$ cat src/rtl/gottagofast_pkg.sv
// Shared types and default timing for the Zorro II FastRAM refresh scheduler.
package gottagofast_pkg;

   typedef enum logic [1:0] {
      IDLE   = 2'd0,
      CAS    = 2'd1,
      CASRAS = 2'd2,
      PRE    = 2'd3
   } ref_state_e;

   localparam int DEF_REFRESH_INTERVAL = 109;
   localparam int DEF_MAX_DEBT         = 8;
   localparam int DEF_RAS_CYCLES       = 2;
   localparam int DEF_PRE_CYCLES       = 1;
   localparam int DEBT_W               = 4;

endpackage

$ cat src/rtl/refresh_tick_gen.sv
// Interval down-counter: emits a one-cycle tick every REFRESH_INTERVAL CLK cycles.
module refresh_tick_gen #(
   parameter int REFRESH_INTERVAL = 109
) (
   input  logic CLK,
   input  logic RESETn,
   output logic tick
);

   localparam int CNT_W = (REFRESH_INTERVAL > 1) ? $clog2(REFRESH_INTERVAL) : 1;
   localparam logic [CNT_W-1:0] RELOAD = CNT_W'(REFRESH_INTERVAL - 1);

   logic [CNT_W-1:0] count;

   assign tick = (count == '0);

   always_ff @(posedge CLK or negedge RESETn) begin
      if (!RESETn)
         count <= RELOAD;
      else if (tick)
         count <= RELOAD;
      else
         count <= count - 1'b1;
   end

endmodule

$ cat src/rtl/dram_refresh_sched.sv
// CBR refresh scheduler with bounded debt; opportunistic while the bus is idle, blocking when saturated.
// Optional back-to-back draining from PRE when REFRESH_BURST_EN is defined.
module dram_refresh_sched
   import gottagofast_pkg::*;
#(
   parameter int REFRESH_INTERVAL = DEF_REFRESH_INTERVAL,
   parameter int MAX_DEBT         = DEF_MAX_DEBT,
   parameter int RAS_CYCLES       = DEF_RAS_CYCLES,
   parameter int PRE_CYCLES       = DEF_PRE_CYCLES
) (
   input  logic              CLK,
   input  logic              RESETn,
   input  logic              ASn,
   input  logic              ram_busy,
   output logic              refresh_cas,
   output logic              refresh_ras,
   output logic              ref_active,
   output logic              ref_urgent,
   output logic              ref_lost,
   output logic [DEBT_W-1:0] debt
);

   localparam int CNT_W = 8;

   ref_state_e       state, state_nxt;
   logic [CNT_W-1:0] phase_cnt;
   logic             tick;
   logic             can_start;
   logic             start;

   refresh_tick_gen #(
      .REFRESH_INTERVAL(REFRESH_INTERVAL)
   ) u_tick (
      .CLK   (CLK),
      .RESETn(RESETn),
      .tick  (tick)
   );

   assign ref_urgent = (debt == DEBT_W'(MAX_DEBT));
   // An urgent refresh ignores the bus but still never cuts into a controller access.
   assign can_start  = (debt != '0) && !ram_busy && (ASn || ref_urgent);

   always_comb begin
      state_nxt = state;
      start     = 1'b0;
      case (state)
         IDLE: begin
            if (can_start) begin
               state_nxt = CAS;
               start     = 1'b1;
            end
         end
         CAS:    state_nxt = CASRAS;
         CASRAS: begin
            if (phase_cnt == CNT_W'(RAS_CYCLES - 1))
               state_nxt = PRE;
         end
         PRE: begin
            if (phase_cnt == CNT_W'(PRE_CYCLES - 1)) begin
`ifdef REFRESH_BURST_EN
               if (can_start) begin
                  state_nxt = CAS;
                  start     = 1'b1;
               end else begin
                  state_nxt = IDLE;
               end
`else
               state_nxt = IDLE;
`endif
            end
         end
         default: state_nxt = IDLE;
      endcase
   end

   always_ff @(posedge CLK or negedge RESETn) begin
      if (!RESETn) begin
         state     <= IDLE;
         phase_cnt <= '0;
      end else begin
         state     <= state_nxt;
         phase_cnt <= (state_nxt != state) ? '0 : phase_cnt + 1'b1;
      end
   end

   // Strobes decode straight from the state register so reset drops them at once.
   always_comb begin
      refresh_cas = (state == CAS) || (state == CASRAS);
      refresh_ras = (state == CASRAS);
      ref_active  = (state != IDLE);
   end

   // A tick absorbed by a simultaneous start leaves debt unchanged and is not lost.
   always_ff @(posedge CLK or negedge RESETn) begin
      if (!RESETn) begin
         debt     <= '0;
         ref_lost <= 1'b0;
      end else if (tick && !start) begin
         if (ref_urgent)
            ref_lost <= 1'b1;
         else
            debt <= debt + 1'b1;
      end else if (start && !tick) begin
         debt <= debt - 1'b1;
      end
   end

endmodule

$ cat config.mk
export PLATFORM = sky130hd
export DESIGN_NAME = dram_refresh_sched
export DESIGN_NICKNAME = d
export VERILOG_FILES = /design/src/rtl/gottagofast_pkg.sv /design/src/rtl/refresh_tick_gen.sv /design/src/rtl/dram_refresh_sched.sv
export SDC_FILE = /design/constraint.sdc
export NUM_CORES = 1
export LEC_CHECK = 0
export CORE_MARGIN = 3
export CORE_UTILIZATION = 35
export DETAILED_ROUTE_END_ITERATION = 12
export GPL_ROUTABILITY_DRIVEN = 0
export GPL_TIMING_DRIVEN = 0
export PLACE_DENSITY = 0.57
export SLEW_MARGIN = 10
export SYNTH_ARGS = -nofsm -noshare
export SYNTH_HDL_FRONTEND = slang
export SYNTH_SLANG_ARGS = --single-unit
$ cat constraint.sdc
create_clock -name CLK -period 4.7 [get_ports CLK]
set_input_delay 0.94 -clock CLK [delete_from_list [all_inputs] [get_ports CLK]]
set_output_delay 0.94 -clock CLK [all_outputs]
set_load 0.02 [all_outputs]
==> results.sh <==
export IMPL_min_path_type="flip-flop to flip-flop"
export IMPL_syn_inst=135
export IMPL_status="finished, final reports clean"
export IMPL_dp_hpwl_um=1740
export IMPL_crit_path_end_kind="flip-flop"
export IMPL_critPathMaxStageDelay_ps=410
export IMPL_crit_chain="clkdlybuf4s50_1, nor2b_1, inv_1, o21ai_0, ha_1, a21o_1, a21oi_1, o211ai_1, a311o_1"
export IMPL_drtAntennaViolNets=0
export IMPL_r2r_end="debt[3]$_DFFE_PN0P_"
export IMPL_whs_ps=481
export IMPL_syn_avg_cell_area_um2=9.75
export IMPL_setup_violations=0
export IMPL_maxSlewHeadroom_pct=37.3
export IMPL_overflow=0
export IMPL_critPathBufInv=2
export IMPL_postCtsHoldBufs=0
export IMPL_diodes=0
export IMPL_syn_area_mm2=0.00132
export IMPL_dieWidth_um=67.3
export IMPL_synth_warnings=0
export IMPL_wl_per_cell_um=11.8
export IMPL_path_class="input port to flip-flop"
export IMPL_fin_crit_ps=3310
export IMPL_h_tree_depth=1
export IMPL_synth_top_family_by_area="simple AND/OR/NAND/NOR gates"
export IMPL_cts_sinks=22
export IMPL_cts_tree="done"
export IMPL_r2r_start="debt[1]$_DFFE_PN0P_"
export IMPL_cellPowerDensity_mw_per_mm2=543
export IMPL_dieArea_mm2=0.00453
export IMPL_finalClockSkew_ps=8.43
export IMPL_synth_adder_area_share_pct=12.0
export IMPL_firstDrtPassIters=4
export IMPL_finalSetupTns_ps=0
export IMPL_required_ps=4850
export IMPL_synth_edf_count=0
export IMPL_cts_root_buf="clkbuf_8"
export IMPL_cts_max_path_buffers=2
export IMPL_grt_util_all_layers_pct=11.6
export IMPL_utilization_pct=45.1
export IMPL_r2r_setup_slack_ps=1650
export IMPL_numCtsBuffers=3
export IMPL_async_flop_share_pct=100
export IMPL_synth_mux_area_share_pct=1.62
export IMPL_ys_seq_area_share_pct=42.2
export IMPL_nets=168
export IMPL_min_period_over_period_pct=70.3
export IMPL_max_cap_violations=0
export IMPL_cp_arrival_ps=3460
export IMPL_drive_gt1_share_pct=8.61
export IMPL_clk_pin_slew_ps=80
export IMPL_grt_pass1_vias=926
export IMPL_antenna_found_initial=0
export IMPL_startpoint_type="input port"
export IMPL_synth_ff_type="dfrtp_1"
export IMPL_rr_worst_depth=8
export IMPL_start_util_pct=38.0
export IMPL_critPathTopFamily="compound AO/OA/AOI/OAI gates"
export IMPL_instances_no_fill=197
export IMPL_drc=0
export IMPL_hold_viol=0
export IMPL_hold_start="ref_lost$_DFFE_PN0P_"
export IMPL_cpMaxStageDelayCell="clkdlybuf4s50_1"
export IMPL_synth_seq_cells=22
export IMPL_area_growth_pct=18.9
export IMPL_clock_latency_ps=260
export IMPL_routed_via_density=4.84
export IMPL_drt_iter0_drc=40
export IMPL_post_cts_buffers=0
export IMPL_min_path_cells=1
export IMPL_slew_viol_final=0
export IMPL_grt_pass1_wl_um=3960
export IMPL_yosysUniqueCellTypes=36
export IMPL_leakage_nw=0.655
export IMPL_tightest_slew_ps=937
export IMPL_wl_um=2320
export IMPL_cp_max_fo=5
export IMPL_vdd_drop_max_mv=0.306
export IMPL_place_port_buffers=12
export IMPL_synth_nets=151
export IMPL_die_h_um=67.3
export IMPL_synth_xor_area_share_pct=7.98
export IMPL_synth_compound_area_share_pct=12.1
export IMPL_hold_path_end="ref_lost$_DFFE_PN0P_"
export IMPL_io_pins=13
export IMPL_dpl_cell_count=193
export IMPL_rsz0062_at_grt="no"
export IMPL_ctsResizeCount=0
export IMPL_yosys_area_share_simple_pct=20.7
export IMPL_fmax_mhz=303
export IMPL_grt_max_degree=23
export IMPL_core_mm2=0.00347
export IMPL_vias=953
export IMPL_rows=21
## area by class of cell
cell class                 instances  area [um2]
fill                             347        1900
clock buffer                       3        41.3
multi-input combinational        101         716
clock inverter                     1        30.0
timing repair buffer              12         120
sequential                        22         556
inverter                          12        45.0
tap                               46        57.6
## cell families after synthesis
logic type	after synthesis
xor+xnor	12
buf+inv	12
mux	2
simple gates	52
flops	22
compound gates	23
fa+ha+maj	12
## sequential cells by signal (all words and copies together) (netlist names)
register      count
phase_cnt         8
state             2
ref_lost          1
debt              4
u_tick.count      7
## Yosys cell counts (2+ instances only)
cell type	n	share of area [%]
dfrtp_1	18	34
inv_1	12	3.4
o21ai_0	8	3.0
a21oi_1	4	1.5
xnor2_1	5	3.3
nor2_1	14	4.0
dfstp_2	4	8.0
o21bai_1	2	1.1
or3_1	2	0.95
nand2b_1	3	1.4
nor2b_1	2	0.95
nor3b_1	2	1.1
nand3_1	6	2.3
nand2_1	9	2.6
ha_1	11	10
nor3_1	7	2.7
xor2_1	7	4.7
## per-stage QoR
stage / total power [mW] / setup slack (ps) / cell area, um2
finish: 0.850 / 1390 / 1570
global route: 0.921 / 1150 / 1570
CTS: 0.860 / 1360 / 1570
detailed placement: 0.680 / 1080 / 1490
global placement: 0.674 / 1140 / 1490
floorplan: 0.549 / 1430 / 1320
## cell usage in the layout (no fill, tap or decap)
cell and instances:
mux2i_1 1, mux2_2 1, fa_1 1, a221o_1 1
a21o_1 1, inv_1 12, a311o_1 1, o41a_1 1
dfrtp_1 18, o22a_1 1, nor3_4 1, xor2_1 7
or4b_1 1, or4_1 1, nand2_1 9, xnor2_1 5
o21ai_0 8, a22oi_1 1, dfstp_2 4, or3_1 2
ha_1 11, nor4b_1 1, a21oi_1 4, nor3b_1 2
a2bb2oi_1 1, clkdlybuf4s50_1 12, bufinv_16 1, nor3_1 7
o211ai_2 1, o211ai_1 1, o21bai_1 2, and3_2 1
nand2b_1 3, nor2b_1 2, nor2_1 14, clkbuf_8 3
and3_1 1, nand3_1 6, or2_2 1
## per-layer routing
layer	global-route usage (%)	wire (um)	vias to the layer above
li1	-	-	496
met1	14.7	1160	441
met3	4.16	91	2
met5	0	0	-
met2	18.9	1060	14
met4	2.28	11	0
## worst max-delay path by stage
stage / start / end / depth (start not counted)
finish: ram_busy / debt[3]$_DFFE_PN0P_ / 9
global route: ram_busy / debt[3]$_DFFE_PN0P_ / 10
CTS: ram_busy / debt[3]$_DFFE_PN0P_ / 9
detailed placement: ram_busy / debt[3]$_DFFE_PN0P_ / 9
global placement: ram_busy / debt[3]$_DFFE_PN0P_ / 9
floorplan: debt[1]$_DFFE_PN0P_ / debt[3]$_DFFE_PN0P_ / 8
## where the power goes
part | switching (mW) | internal [mW] | total (mW)
clock | 0.0614 | 0.114 | 0.175
sequential | 0.0595 | 0.228 | 0.288
combinational | 0.209 | 0.178 | 0.387
No activity file was read; power rests on OpenSTA's default activity.
